--- src/rtl/sha256_msg_schedule.sv ---
// SHA-256 message schedule generator.
// Accepts one padded 512-bit block, then streams the 64 schedule words W0..W63
// over a valid/ready channel. A 16-word sliding window holds W[t..t+15];
// every transfer shifts the window by one and appends the next expanded word.
module sha256_msg_schedule (
   input  logic         clk,
   input  logic         rst_n,
   input  logic         blk_valid,
   output logic         blk_ready,
   input  logic [511:0] blk_data,
   output logic         w_valid,
   input  logic         w_ready,
   output logic [31:0]  w_data,
   output logic [5:0]   w_idx,
   output logic         w_last
);

   typedef enum logic {IDLE, RUN} state_t;

   state_t            state;
   logic [15:0][31:0] win;    // win[0] is the word currently offered downstream
   logic [5:0]        t;
   logic [31:0]       w_new;

   function automatic logic [31:0] sig0(input logic [31:0] x);
      return {x[6:0], x[31:7]} ^ {x[17:0], x[31:18]} ^ {3'b000, x[31:3]};
   endfunction

   function automatic logic [31:0] sig1(input logic [31:0] x);
      return {x[16:0], x[31:17]} ^ {x[18:0], x[31:19]} ^ {10'b0, x[31:10]};
   endfunction

   // Next schedule word W[t+16] from the current window; adds wrap mod 2^32.
   always_comb begin
      w_new = sig1(win[14]) + win[9] + sig0(win[1]) + win[0];
   end

   // Control and window update: load on block accept, shift on word transfer.
   // Accept only happens in IDLE and transfer only in RUN, so they never overlap.
   always_ff @(posedge clk or negedge rst_n) begin
      if (!rst_n) begin
         state <= IDLE;
         t     <= 6'd0;
         win   <= '0;
      end else begin
         case (state)
            IDLE: begin
               if (blk_valid) begin
                  for (int i = 0; i < 16; i++)
                     win[i] <= blk_data[511-32*i -: 32];
                  t     <= 6'd0;
                  state <= RUN;
               end
            end
            RUN: begin
               if (w_ready) begin
                  for (int i = 0; i < 15; i++)
                     win[i] <= win[i+1];
                  win[15] <= w_new;
                  if (t == 6'd63) begin
                     state <= IDLE;
                     t     <= 6'd0;
                  end else begin
                     t <= t + 6'd1;
                  end
               end
            end
            default: state <= IDLE;
         endcase
      end
   end

   // Outputs decode straight from registers, so they hold steady across stalls.
   assign blk_ready = (state == IDLE);
   assign w_valid   = (state == RUN);
   assign w_data    = win[0];
   assign w_idx     = t;
   assign w_last    = (state == RUN) && (t == 6'd63);

endmodule

--- config.mk ---
export PLATFORM = sky130hd
export DESIGN_NAME = sha256_msg_schedule
export DESIGN_NICKNAME = d
export VERILOG_FILES = /design/src/rtl/sha256_msg_schedule.sv
export SDC_FILE = /design/constraint.sdc
export NUM_CORES = 1
export LEC_CHECK = 0
export BUFFER_PORTS_ARGS = -buffer_cell sky130_fd_sc_hd__buf_2
export CORE_MARGIN = 2
export CORE_UTILIZATION = 52
export DETAILED_ROUTE_END_ITERATION = 16
export GPL_ROUTABILITY_DRIVEN = 0
export HOLD_SLACK_MARGIN = 0.02
export PLACE_DENSITY = 0.76
export SLEW_MARGIN = 20
export SYNTH_ARGS = -nofsm -noshare
export SYNTH_HDL_FRONTEND = slang
export SYNTH_SLANG_ARGS = --single-unit
--- constraint.sdc ---
create_clock -name clk -period 10.2 [get_ports clk]
set_input_delay 0 -clock clk [delete_from_list [all_inputs] [get_ports clk]]
set_output_delay 0 -clock clk [all_outputs]
set_load 0.02 [all_outputs]
==> reports/results.ini <==
[run_status]
status = completed

[clock_tree]
clock_latency_ps = 630
cts_tree = yes
clk_pin_slew_ps = 80
post_cts_buffers = 0
cts_sinks = 519
numCtsBuffers = 55
clock_path_buffers = 3
cts_max_level = 2
cts_hold_repair.buffers = 537
cts_root_buf = clkbuf_16
cts.repair.resized = 0

[logic_synthesis]
synth_cell_types = 58
synth_most_common_cell = nand2_1
syn_area_per_cell_um2 = 9.87
syn_nets = 3467
synth_compound_area_share_pct = 12.0
synth-seq-cells = 519
synth_top_family_by_area = multiplexers
synthAdderAreaFrac_pct = 5.82
synthArstFlopShare_pct = 100
synth_area_um2 = 28200
synth-edff-count = 0
yosys-top-cells-area = dfrtp_1, mux2i_1, o21ai_0, nand2_1, fa_1
synth_mux_area_share_pct = 17.5
ys.flop_type = dfrtp_1
synth_commonest_cells = nand2_1, dfrtp_1, o21ai_0
synth_top_area_share_pct = 46.0
yosys.area_share.simple_pct = 8.49
synth_xor_area_share_pct = 4.57
synth-seq-area-share_pct = 46.0
synth_cells = 2857
yosysWarnings = 0
yosysTopAreaCell = dfrtp_1

[timing]
clock_skew_ps = 31.3
tns_ps = 0
rsz0062_at_grt = no
drv_slew = 0
period_share_pct = 49.6
min_period_ps = 5060
clock.fmax_ghz = 0.198
worstMarginPinSlew_ps = 1150
setup_viol = 0
hold_viol_final = 0
fin_hold_ws_ps = 175
slew_headroom_pct = 22.9

[power_and_ir_drop]
powerDensity_nw_per_um2 = 326
p_leak_nw = 20.7
finalPower_mw = 12.6
vdd_drop_max_v = 0.000478

[worst_setup_path]
critPathLaunchType = flip-flop
crit_path_max_fanout = 5
cp.required_ps = 10740
worstPathArrival_ps = 5600
worstSetupEndpointType = flip-flop
critical_path_class = flip-flop to flip-flop

[global_routing]
grt_pass1_vias = 27782
grt-busiest-layer = met2
grt_max_degree = 293
grt.total_usage_pct = 39.4
met1_usage_pct = 48.7
grt_use_met2_pct = 62.4
grt_first_pass_wirelength_mm = 167
antenna_found_initial = 15
overflow = 0
use_met3_pct = 8.58

[detailed_routing]
dr.pass1.iters = 7
drc = 0
vias = 26766
wl_mm = 112
postRouteAntennaNets = 0
drt_iter0_drc = 3074
vias_per_cell = 5.90
post_drt_wl_per_cell_um = 24.7

[placed_design]
dp_hpwl_mm = 69.2
port_buffers = 556

[cells_and_area]
multi_input_area_um2 = 13700
n_fill_cell = 3447
nNetsFinal = 4393
final-seq-area_um2 = 13000
drive_above_1_share_pct = 18.0
area_growth_pct = 36.7

[hold_path]
hp-class = primary input to flip-flop

[floorplanning]
ios = 557
die_area_um2 = 56100
die_w_um = 237
core_um2 = 53700
start_util_pct = 52.5
die_h_um = 237
fp-row-count = 85

[job]
maxCapViolCount = 0

==> cell type report <==
type	instances	share of cell area [%]
clock inverter	34	1.46
inverter	128	1.25
antenna	13	0.0844
clock buffer	69	3.99
multi-input combinational	1963	35.4
tap	696	2.26
timing repair buffer	1116	21.8
sequential	519	33.7
==> sequential cells by signal, indices dropped and copies added, names as in the netlist <==
name / flops
w_data: 32
w_idx: 6
w_valid: 1
win: 480
==> cells in the final DEF, fill, tap and decap left out, types with 55 or more instances in the layout <==
| cell | synthesis | final |
|---|---|---|
| buf_2 | 25 | 555 |
| dlygate4sd3_1 | 0 | 537 |
| nand2_1 | 525 | 525 |
| dfrtp_1 | 519 | 518 |
| o21ai_0 | 504 | 504 |
| mux2i_1 | 494 | 494 |
| inv_1 | 128 | 128 |
| xnor2_1 | 93 | 93 |
| fa_1 | 62 | 62 |
| clkbuf_16 | 0 | 55 |
==> routing by layer <==
metal / wire, µm / part of all wire, %
met2: 50800 / 45
met3: 11000 / 9.9
met4: 8650 / 7.7
met5: 48 / 0.043
met1: 41400 / 37
==> cells by family (layout without fill, tap and decap cells) <==
kind of cell | after synthesis | in the layout
AO/OA/AOI/OAI | 627 | 627
XOR/XNOR | 147 | 147
AND/OR/NAND/NOR | 601 | 601
adder cells (fa/ha/maj) | 94 | 94
flip-flops | 519 | 519
multiplexers | 494 | 494
buffers and inverters | 375 | 1347
other | 0 | 13
==> per-stage QoR <==
step	utilization (%)	instances	setup WS, ps	cell area (µm²)
final	71.8	4538	5140	38600
after global routing	71.8	4534	4970	38500
after CTS	71.6	4523	5280	38500
after detailed placement	57.7	3883	5830	31000
after global placement	57.7	3883	5950	31000
after floorplan	-	2857	6260	28200
==> final timing paths <==
path / start / endpoint / slack, ps / cells past startpoint
max in group asynchronous: rst_n / w_valid$_DFF_PN0_ / 7410 / 5
min in group asynchronous: rst_n / win[230]$_DFFE_PN0P_ / 510 / 3
max: win[466]$_DFFE_PN0P_ / win[505]$_DFFE_PN0P_ / 5140 / 17
max reg2reg: win[466]$_DFFE_PN0P_ / win[505]$_DFFE_PN0P_ / 5140 / 17
min: blk_data[3] / win[483]$_DFFE_PN0P_ / 170 / 3
min reg2reg: win[185]$_DFFE_PN0P_ / win[185]$_DFFE_PN0P_ / 480 / 2
==> worst max-delay path, cell delays in order (launching register included) <==
cell and delay, ps:
dfrtp_1 510, xor2_1 200, xnor2_1 280, fa_1 500, fa_1 500, inv_1 50
ha_1 180, inv_1 90, fa_1 240, nor2b_4 60, o31a_1 280, o2111ai_2 240
a21oi_1 130, nor4_1 600, o41ai_2 160, xnor2_1 150, a221oi_1 230, dlygate4sd3_1 580
==> report_power, final <==
group	switching, mW	internal [mW]
logic	4.09	2.88
clock network	0.937	1.43
registers	0.630	2.60
total	5.66	6.90
(Power assumes the default switching activity.)
